## src/rtl/bsg_imul_add_pkg.sv

```systemverilog
// ----------------------------------------------------------------------------
// bsg_imul_add_pkg
//
// Shared types and helpers for the sequential multiply-add engine
// bsg_imul_add_seq.
//
// Contents:
//   state_e       - engine state encoding (idle / busy / done)
//   cnt_width_f() - width of the step counter for a given quotient width
// ----------------------------------------------------------------------------
package bsg_imul_add_pkg;

   typedef enum logic [1:0] {
      eIdle = 2'd0,
      eBusy = 2'd1,
      eDone = 2'd2
   } state_e;

   // The step counter must hold the values 0 .. quot_width.
   // Widths below one bit are clamped so the counter always exists.
   function automatic int cnt_width_f(input int quot_width);
      if (quot_width < 1) begin
         return 1;
      end
      return $clog2(quot_width + 1);
   endfunction

endpackage : bsg_imul_add_pkg

```

## src/rtl/bsg_imul_add_seq.sv

```systemverilog
// ----------------------------------------------------------------------------
// bsg_imul_add_seq
//
// Sequential shift-add multiply-add: numer_o = quot_i * denom_i + rem_i.
// Rebuilds a numerator from the outputs of an integer divide/modulo unit.
// One operation in flight; fixed latency of quot_width_p busy cycles
// (no early exit on a zero quotient).
//
// Handshake:
//   input  side valid/ready : operands accepted on v_i & ready_o.
//   output side valid/yumi  : result held in DONE until yumi_i.
//
// Ports:
//   clk_i     in   1              clock
//   reset_i   in   1              asynchronous active-high reset
//   v_i       in   1              operands valid
//   ready_o   out  1              engine idle and out of reset
//   quot_i    in   quot_width_p   quotient
//   denom_i   in   denom_width_p  denominator
//   rem_i     in   denom_width_p  remainder
//   v_o       out  1              result valid
//   numer_o   out  numer_width_p  quot*denom + rem (zero outside DONE)
//   yumi_i    in   1              consumer takes result (only while v_o=1)
//   error_o   out  1              rem >= denom flag, only with the macro
//
// Configuration macro:
//   BSG_IMUL_ADD_SEQ_REM_CHECK_EN - adds error_o and its capture flag.
//
// The accumulator is quot_width_p+denom_width_p bits; the largest possible
// result 2^Q*(2^D-1) fits, so no overflow is possible even when the
// remainder is not smaller than the denominator.
// ----------------------------------------------------------------------------
module bsg_imul_add_seq
   import bsg_imul_add_pkg::*;
#(
   parameter  int quot_width_p  = 8,
   parameter  int denom_width_p = 8,
   localparam int numer_width_p = quot_width_p + denom_width_p
) (
   input  logic                     clk_i,
   input  logic                     reset_i,

   input  logic                     v_i,
   output logic                     ready_o,
   input  logic [quot_width_p-1:0]  quot_i,
   input  logic [denom_width_p-1:0] denom_i,
   input  logic [denom_width_p-1:0] rem_i,

   output logic                     v_o,
   output logic [numer_width_p-1:0] numer_o,
   input  logic                     yumi_i
`ifdef BSG_IMUL_ADD_SEQ_REM_CHECK_EN
   ,
   output logic                     error_o
`endif
);

   localparam int cnt_width_lp = cnt_width_f(quot_width_p);
   localparam logic [cnt_width_lp-1:0] last_cnt_lp = cnt_width_lp'(quot_width_p - 1);

   state_e                   state_q, state_d;
   logic [numer_width_p-1:0] acc_q,   acc_d;
   logic [numer_width_p-1:0] mcand_q, mcand_d;
   logic [quot_width_p-1:0]  qsh_q,   qsh_d;
   logic [cnt_width_lp-1:0]  cnt_q,   cnt_d;

   logic accept;

   // Handshake qualified with reset so nothing is taken while reset is held.
   assign accept = (state_q == eIdle) && v_i && !reset_i;

   // -------------------------------------------------------------------------
   // Next-state and output logic
   // -------------------------------------------------------------------------
   always_comb begin
      // NOTE: every output of this block gets a default first, so no path
      // through the case statement can leave a signal unassigned (no latch).
      state_d = state_q;
      acc_d   = acc_q;
      mcand_d = mcand_q;
      qsh_d   = qsh_q;
      cnt_d   = cnt_q;
      ready_o = 1'b0;
      v_o     = 1'b0;
      numer_o = '0;

      unique case (state_q)
         eIdle: begin
            ready_o = !reset_i;
            if (accept) begin
               acc_d   = {{quot_width_p{1'b0}}, rem_i};
               mcand_d = {{quot_width_p{1'b0}}, denom_i};
               qsh_d   = quot_i;
               cnt_d   = '0;
               state_d = eBusy;
            end
         end

         eBusy: begin
            // One partial product per cycle, LSB of the quotient first.
            if (qsh_q[0]) begin
               acc_d = acc_q + mcand_q;
            end
            mcand_d = mcand_q << 1;
            qsh_d   = qsh_q >> 1;
            cnt_d   = cnt_q + cnt_width_lp'(1);
            if (cnt_q == last_cnt_lp) begin
               state_d = eDone;
            end
         end

         eDone: begin
            v_o     = 1'b1;
            numer_o = acc_q;
            if (yumi_i) begin
               state_d = eIdle;
            end
         end

         default: begin
            state_d = eIdle;
         end
      endcase
   end

   // -------------------------------------------------------------------------
   // State registers
   // -------------------------------------------------------------------------
   always_ff @(posedge clk_i or posedge reset_i) begin
      if (reset_i) begin
         state_q <= eIdle;
         acc_q   <= '0;
         mcand_q <= '0;
         qsh_q   <= '0;
         cnt_q   <= '0;
      end else begin
         // NOTE: non-blocking assignments so every flop samples the values
         // from before this edge, independent of statement order.
         state_q <= state_d;
         acc_q   <= acc_d;
         mcand_q <= mcand_d;
         qsh_q   <= qsh_d;
         cnt_q   <= cnt_d;
      end
   end

`ifdef BSG_IMUL_ADD_SEQ_REM_CHECK_EN
   // -------------------------------------------------------------------------
   // Remainder range flag: captured at acceptance, cleared when the result
   // is consumed. A zero denominator always sets it.
   // -------------------------------------------------------------------------
   logic err_q, err_d;

   always_comb begin
      err_d = err_q;
      if (accept) begin
         err_d = (rem_i >= denom_i);
      end else if ((state_q == eDone) && yumi_i) begin
         err_d = 1'b0;
      end
   end

   always_ff @(posedge clk_i or posedge reset_i) begin
      if (reset_i) begin
         err_q <= 1'b0;
      end else begin
         err_q <= err_d;
      end
   end

   assign error_o = err_q & v_o;
`endif

   // yumi_i is only meaningful while a result is presented.
   yumi_only_in_done_a : assert property (
      @(posedge clk_i) disable iff (reset_i) yumi_i |-> (state_q == eDone)
   );

endmodule : bsg_imul_add_seq

```

## config.mk

```make
export PLATFORM = sky130hd
export DESIGN_NAME = bsg_imul_add_seq
export DESIGN_NICKNAME = d
export VERILOG_FILES = /design/src/rtl/bsg_imul_add_pkg.sv /design/src/rtl/bsg_imul_add_seq.sv
export SDC_FILE = /design/constraint.sdc
export NUM_CORES = 1
export LEC_CHECK = 0
export CAP_MARGIN = 20
export CORE_AREA = 4 4 96 98
export CTS_CLUSTER_DIAMETER = 30
export DETAILED_ROUTE_END_ITERATION = 12
export DIE_AREA = 0 0 100 102
export DONT_BUFFER_PORTS = 1
export PLACE_DENSITY = 0.51
export SLEW_MARGIN = 40
export SYNTH_ARGS = -nofsm -noshare
export SYNTH_HDL_FRONTEND = slang
export SYNTH_SLANG_ARGS = --single-unit
```

## constraint.sdc

```tcl
create_clock -name clk_i -period 2.76 [get_ports clk_i]
set_input_delay 0.552 -clock clk_i [delete_from_list [all_inputs] [get_ports clk_i]]
set_output_delay 0.552 -clock clk_i [all_outputs]
set_load 0.01 [all_outputs]
```

; ---- Yosys cells after proc, flatten, opt, wreduce, memory -nomap -nowiden
; Index checks and enable logic that the tools add are counted.
[word_totals]
in_bits = 28
word_cells = 38
register_bits = 46
[op_classes]
n_mux = 16
eq_ne = 7
n_reduce_logical = 8
n_addsub = 2
[ops]
columns = op, n
row1 = $mux W16, 4
row2 = $pmux W16 S2, 2
row3 = $add A16 B16 Y16, 1
row4 = $pmux W8 S2, 1
row5 = $mux W8, 1
row6 = $ne A2 B2 Y1 const B, 4
row7 = $pmux W4 S2, 1
row8 = $mux W2, 3
row9 = $pmux W2 S3, 1
row10 = $reduce_and A3 Y1, 2
row11 = $add A4 B1 Y4 const B, 1
row12 = $eq A4 B3 Y1 const B, 1
row13 = $mux W4, 1
row14 = $eq A2 B1 Y1 const B, 1
row15 = $eq A2 B2 Y1 const B, 1
row16 = $logic_and A1 B1 Y1, 2
row17 = $logic_not A2 Y1, 1
row18 = $mux W1, 2
row19 = $reduce_and A2 Y1, 1
row20 = $reduce_bool A2 Y1, 1
row21 = $logic_not A1 Y1, 1

; ---- Longest topological paths before layout
; Gate-level depths: netlist (run 1).
[logic_depth]
word_depth = 5
ltp_mapped = 8

; ---- Least setup slack after synthesis (run 1)
; OpenSTA, ideal clock, no wires.
[synth_timing]
path_kind = reg-to-reg
from = reg acc_q[0]
to = reg acc_q[8]
n_path_buf = 0
setup_ns = 0.124
setup_slack_ns = 0.695
stages_incl_launch_ff = 9
required_ns = 2.636
t_arrival_ns = 1.941
path_cell_list = dfrtp_1 > ha_1 > fa_1 > a21oi_1 > o211ai_2 > a211oi_1 > or2_1 > xor2_1 > o21ai_1
[synth_via]
elab_chain_cells = 3
[synth_rtl]
columns = element, line
row1 = "start, declared", bsg_imul_add_seq.sv:62  ; logic [numer_width_p-1:0] acc_q, acc_d;
row2 = "start signal, assigned", bsg_imul_add_seq.sv:132  ; acc_q <= '0;
row3 = "start signal, assigned", bsg_imul_add_seq.sv:140  ; acc_q <= acc_d;
row4 = $add A16 B16 Y16, bsg_imul_add_seq.sv:102  ; acc_d = acc_q + mcand_q;
row5 = $mux W16, bsg_imul_add_seq.sv:101  ; if (qsh_q[0]) begin
row6 = $pmux W16 S2, bsg_imul_add_seq.sv:87  ; unique case (state_q)
; Every way passes these cells. The select of a mux whose other input is x is not followed.
; A chain may end at the register's enable or synchronous reset.

; ---- Worst setup path after layout (run 1)
; Same ends and word-level chain as after synthesis.

==> flow_summary_export.csv, run 1 <==
group,metric,value,unit
yosys,synth_commonest_cells,"77 x nand2_1, 46 x dfrtp_1, 30 x nor2_1",
yosys,postSynthAreaPerCell,8.34,um^2
place,portBuffers,0,
yosys,netlist_instances,340,
clock_tree,cts_resized,0,
sta,slew_viol_final,0,
yosys,synth_enable_flop_cells,0,
routing,avgViaCountPerCell,5.35,
worst_setup_path,critPathLaunchType,"register",
min_path,min_path_type,"in2async",
grt,antenna_found_initial,0,
clock_tree,cts.sinks,46,
yosys,synth_area,2840,um^2
pwr,p_sw,2.04,mW
clock_tree,cts_tree,"built",
yosys,ys_seq_area_frac,0.406,
sta,clock.fmax,436,MHz
pwr,p_clk_frac,0.103,
clock_tree,hold_buffers,0,
routing,wire_per_inst,15.9,um
clock_tree,clk_path_buf_depth,2,
grt,grt_pass1_wl,11300,um
floorplan,die_height,102,um
sta,slew_headroom,0.588,
sta,hold_slack,0.183,ns
sta,setup_tns,0,ns
clock_tree,cts_made_buffers,5,
cells_and_area,fin_nets,381,
sta,finalCriticalPeriod,2.29,ns
routing,drt_pre_antenna_iters,4,
clock_tree,htreeDepth,2,
clock_tree,clk_pin_slew_worst_paths,0.09,ns
pwr,p_int,2.25,mW
yosys,synth-seq-cells,46,
grt,grt_max_degree,51,
sta,worst_pin_slew,0.619,ns
yosys,synth.most_common_cell,"nand2_1",
pwr,netSwitchingFraction,0.475,
worst_setup_path,reg2reg_from,"acc_q[0]",
grt,grt_usage,0.140,
sta,hold_viol_final,0,
sta,setup_viol,0,
routing,drt_wl_total,7080,um
yosys,netlist.area_leader.share,0.406,
yosys,synth_area_leaders,"dfrtp_1 41%, nand2_1 10%, ha_1 7.1%",
run_status,status,"complete, no violations",
yosys,yosys.area.top_type,"dfrtp_1",
grt,overflow,0,
yosys,yosys_most_used_dff,"dfrtp_1",
place,dp_hpwl,5120,um
cells_and_area,n_antenna_cell,0,
sta,finClkSkew,0.00401,ns
worst_setup_path,crit_type,"reg2reg",
floorplan,die_w,100,um
sta,rsz0062_at_grt,"false",
yosys,ys_types,50,
floorplan,io_pins,46,
worst_setup_path,end_kind,"register",
cells_and_area,drive_gt1_frac,0.0742,
yosys,syn_nets,385,
yosys,async_flop_share,1.00,
pwr,p_seq_frac,0.301,
routing,drt_iter0_drc,109,
worst_setup_path,arrival,2.48,ns
clock_tree,cts-root-buf,"clkbuf_8",
floorplan,rows,34,
worst_setup_path,crit_start,"acc_q[0]",
floorplan,start_util,0.335,
pwr,pwr-share-comb,0.596,
clock_tree,post_cts.repair.setup_buffers,0,
cells_and_area,syn_to_final_growth,6.97,%
place,place_congestion,0.786,
floorplan,dieArea,10200,um^2
routing,ant_nets,0,
yosys,yosys_warnings,0,
sta,min_period_over_period,0.831,
routing,num_vias,2380,
floorplan,core,8470,um^2
grt,grt_pass1_vias,2266,
worst_setup_path,worstPathMaxFanout,3,
pwr,p_leak,1.31,nW
flow_run,drv_cap,0,
pwr,ir_worst_vdd,0.357,mV
worst_setup_path,critPathRequiredTime,2.95,ns
clock_tree,insertion_delay,0.30,ns
routing,remaining_drc_errors,0,
pwr,power_per_cell_area,1410,nW/um^2
==> cells in the final DEF, fill, tap and decap left out, types with 3 or more instances in the layout <==
cell      Yosys  layout
nand2_1      77      77
dfrtp_1      46      46
nor2_1       30      30
a21oi_1      21      21
and2_1       19      19
a31oi_1      19      19
ha_1         16      16
o21ai_0      15      15
o21ai_1      15      15
xnor2_1       8       8
nand3_1       7       7
inv_1         7       6
clkbuf_8      0       6
buf_4         2       6
a21o_1        4       4
nand4_1       3       3
==> through the flow <==
stage | setup slack, ns | instance area, um^2 | utilization | instances | power, mW
2_1_floorplan | 0.695 | 2840 | - | 340 | 3.35
3_3_place_gp | 0.540 | 2930 | 0.347 | 437 | 3.80
3_5_place_dp | 0.502 | 2940 | 0.347 | 437 | 3.86
4_1_cts | 0.473 | 3030 | 0.358 | 445 | 4.32
5_1_grt | 0.314 | 3030 | 0.358 | 445 | 4.72
6_report | 0.467 | 3030 | 0.358 | 445 | 4.28
==> path summary, 6_finish.rpt <==
check	endpoint	slack (ns)	depth (start not counted)
setup / recovery	acc_q[8]	0.47	8
hold / removal	cnt_q[3]	0.18	1
setup reg to reg	acc_q[8]	0.47	8
hold reg to reg	cnt_q[3]	0.50	1
max in group asynchronous	acc_q[10]	2.19	1
min in group clk_i	state_q[1]	0.33	1
==> flip-flops by register name, summed over array words and instances, names as in the netlist <==
| name | cells |
|---|---|
| qsh_q | 8 |
| mcand_q | 16 |
| state_q | 2 |
| acc_q | 16 |
| cnt_q | 4 |
==> critical path, cell delays in order, from the launching register on <==
cell and delay [ns]:
dfrtp_1 0.41, ha_1 0.25, fa_1 0.42, a21oi_1 0.28, o211ai_2 0.15, a211oi_1 0.30
or2_1 0.17, xor2_1 0.14, o21ai_1 0.07
==> power groups by stage <==
stage               registers (mW)  clock network [mW]  logic, mW
floorplan                     1.20                   0       2.14
global placement              1.29                   0       2.51
CTS                           1.29               0.459       2.57
finish                        1.29               0.443       2.55
detailed placement            1.31                   0       2.56
global route                  1.33               0.482       2.90
==> per-layer routing <==
layer / share of wire / vias to the layer above / wire length, um / global-route usage
met5: 0 / - / 0 / 0
met4: 0.016 / 0 / 112 / 0.0415
met3: 0.048 / 10 / 338 / 0.0307
met2: 0.47 / 42 / 3330 / 0.234
met1: 0.47 / 1152 / 3300 / 0.182
li1: - / 1176 / - / -
==> kinds of logic (layout without fill, tap and decap cells) <==
kind of cell | count (synthesis) | after routing | share of synthesized area
and+or+nand+nor | 146 | 146 | 0.226
DFF | 46 | 46 | 0.406
AOI/OAI and AO/OA | 96 | 96 | 0.217
xor gates and xnor gates | 10 | 10 | 0.0309
buffers and inverters | 24 | 21 | 0.0388
muxes | 1 | 1 | 0.00397
adders and majority gates | 17 | 17 | 0.0777
==> final cells by class <==
class	instances	area (um^2)
Sequential cell	46	1150
Clock buffer	7	86.3
Clock inverter	1	5.00
Timing Repair Buffer	6	45.0
Tap cell	108	135
Fill cell	878	5430
Inverter	7	28.8
Multi-Input combinational cell	270	1580
(Power assumes the default switching activity.)
==> run 2, diff against run 1 <==
--- a/config.mk
+++ b/config.mk
@@ -11,7 +11,7 @@
 export DETAILED_ROUTE_END_ITERATION = 12
 export DIE_AREA = 0 0 100 102
 export DONT_BUFFER_PORTS = 1
-export PLACE_DENSITY = 0.51
+export PLACE_DENSITY = 0.52
 export SLEW_MARGIN = 40
 export SYNTH_ARGS = -nofsm -noshare
 export SYNTH_HDL_FRONTEND = slang
==> constraint.sdc (replaced) <==
create_clock -name clk_i -period 1.9 [get_ports clk_i]
set_input_delay 0.38 -clock clk_i [delete_from_list [all_inputs] [get_ports clk_i]]
set_output_delay 0.38 -clock clk_i [all_outputs]
set_load 0.01 [all_outputs]
==> flow_summary_export.csv, run 2 (synthesis results as in run 1) <==
group,metric,value,unit
place,place_congestion,0.800,
clock_tree,cts.sinks,46,
sta,worst_pin_slew,0.616,ns
worst_setup_path,end_kind,"register",
cells_and_area,reg_top3,"acc_q (16), mcand_q (16), qsh_q (8)",
floorplan,io_pins,46,
sta,hold_viol_final,0,
clock_tree,hold_buffers,0,
cells_and_area,drive_gt1_frac,0.231,
sta,clock.fmax,495,MHz
pwr,p_total,7.54,mW
clock_tree,clk_pin_slew_worst_paths,0.09,ns
clock_tree,cts_tree,"built",
routing,wire_per_inst,14.7,um
grt,antenna_found_initial,0,
routing,wl_met1,3280,um
place,dp.cells,483,
cells_and_area,final_cells,493,
worst_setup_path,worstPathMaxFanout,3,
sta,min_period_over_period,1.06,
floorplan,die_w,100,um
worst_setup_path,critPathRequiredTime,2.12,ns
cells_and_area,fin_nets,429,
min_path,min_path_type,"in2async",
grt,grt_max_degree,34,
routing,drt_pre_antenna_iters,4,
sta,finClkSkew,0.00703,ns
floorplan,die_height,102,um
sta,slew_headroom,0.589,
routing,ant_nets,0,
grt,grt_pass1_wl,11900,um
pwr,ir_worst_vdd,0.550,mV
clock_tree,clk_path_buf_depth,2,
grt,overflow,0,
floorplan,core,8470,um^2
worst_setup_path,critPathLaunchType,"register",
floorplan,dieArea,10200,um^2
flow_run,drv_cap,0,
sta,setup_viol,6,
place,dp_hpwl,5460,um
worst_setup_path,ff2ff_setup_slack,-0.12,ns
sta,finalCriticalPeriod,2.02,ns
run_status,status,"finished, violations left",
cells_and_area,n_antenna_cell,0,
routing,drt_wl_total,7230,um
cells_and_area,mostFrequentLayoutCells,"77 x nand2_1, 51 x buf_4, 46 x dfrtp_1",
sta,setup_slack,-0.120,ns
grt,grt_pass1_vias,2399,
routing,wl_met2,3560,um
worst_setup_path,arrival,2.24,ns
floorplan,start_util,0.335,
cells_and_area,syn_to_final_growth,24.7,%
clock_tree,htreeDepth,2,
routing,drt_iter0_drc,99,
clock_tree,cts_made_buffers,5,
routing,met3_length,288,um
place,portBuffers,0,
cells_and_area,fin_area,3540,um^2
worst_setup_path,crit_type,"reg2reg",
sta,slew_viol_final,0,
run_status,violations,"negative setup slack",
place,place_worst_setup_slack,-0.121,ns
routing,avgViaCountPerCell,4.99,
sta,rsz0062_at_grt,"true",
cells_and_area,layout_commonest_cell,"nand2_1",
place,postPlaceCellArea,3310,um^2
clock_tree,cts-root-buf,"clkbuf_8",
routing,top_layer,"met4",
grt,grt_usage,0.146,
routing,remaining_drc_errors,0,
pwr,p_leak,1.57,nW
floorplan,rows,34,
pwr,power_per_cell_area,2130,nW/um^2
routing,num_vias,2461,
clock_tree,insertion_delay,0.30,ns
run 2: power by group:
group	total [mW]	switching (mW)	internal [mW]	leakage [nW]
clock	0.615	0.354	0.261	0.0452
combinational	5.07	2.58	2.49	0.966
sequential	1.86	0.400	1.46	0.554
total	7.54	3.33	4.21	1.57
run 2: layout make-up:
cell class,count,area [um^2]
fill,864,4930
multi-input combinational,270,1720
sequential,46,1150
timing repair buffer,54,417
tap,108,135
clock buffer,6,72.6
inverter,7,26.3
clock inverter,2,13.8
run 2: timing repair:
action | 4_1_cts | 5_1_grt
buffers inserted | 1 | 3
pin swaps | 8 | 14
setup endpoints to repair | 9 | 19
gates resized for setup | 6 | 14
run 2: final timing paths:
path / startpoint / to / cells past startpoint
setup / recovery: mcand_q[4] / acc_q[15] / 7
hold / removal: reset_i / state_q[1] / 1
setup reg to reg: mcand_q[4] / acc_q[15] / 7
hold reg to reg: cnt_q[3] / cnt_q[3] / 1
max in group asynchronous: reset_i / acc_q[11] / 2
min in group clk_i: yumi_i / state_q[1] / 1
run 2: per-stage QoR:
| step | hold WS, ns | setup TNS, ns | util |
|---|---|---|---|
| 2_1_floorplan | 0.457 | -0.0466 | - |
| 3_3_place_gp | 0.385 | -0.444 | 0.391 |
| 3_5_place_dp | 0.374 | -0.625 | 0.391 |
| 4_1_cts | 0.0478 | -0.476 | 0.405 |
| 5_1_grt | 0.0680 | -1.36 | 0.418 |
| 6_report | 0.0289 | -0.414 | 0.418 |
run 2: layer usage:
layer  vias to the layer above  GRT usage
li1                       1262          -
met1                      1155      0.194
met2                        38      0.245
met5                         -          0
met4                         0     0.0373
met3                         6     0.0294
run 2: critical path, stage by stage (launching register included):
cell and delay, ns:
dfrtp_1 0.43, ha_4 0.30, nand2_4 0.05, o31ai_4 0.32, a21boi_2 0.13, o31ai_2 0.27
mux2_1 0.35, o211ai_1 0.08
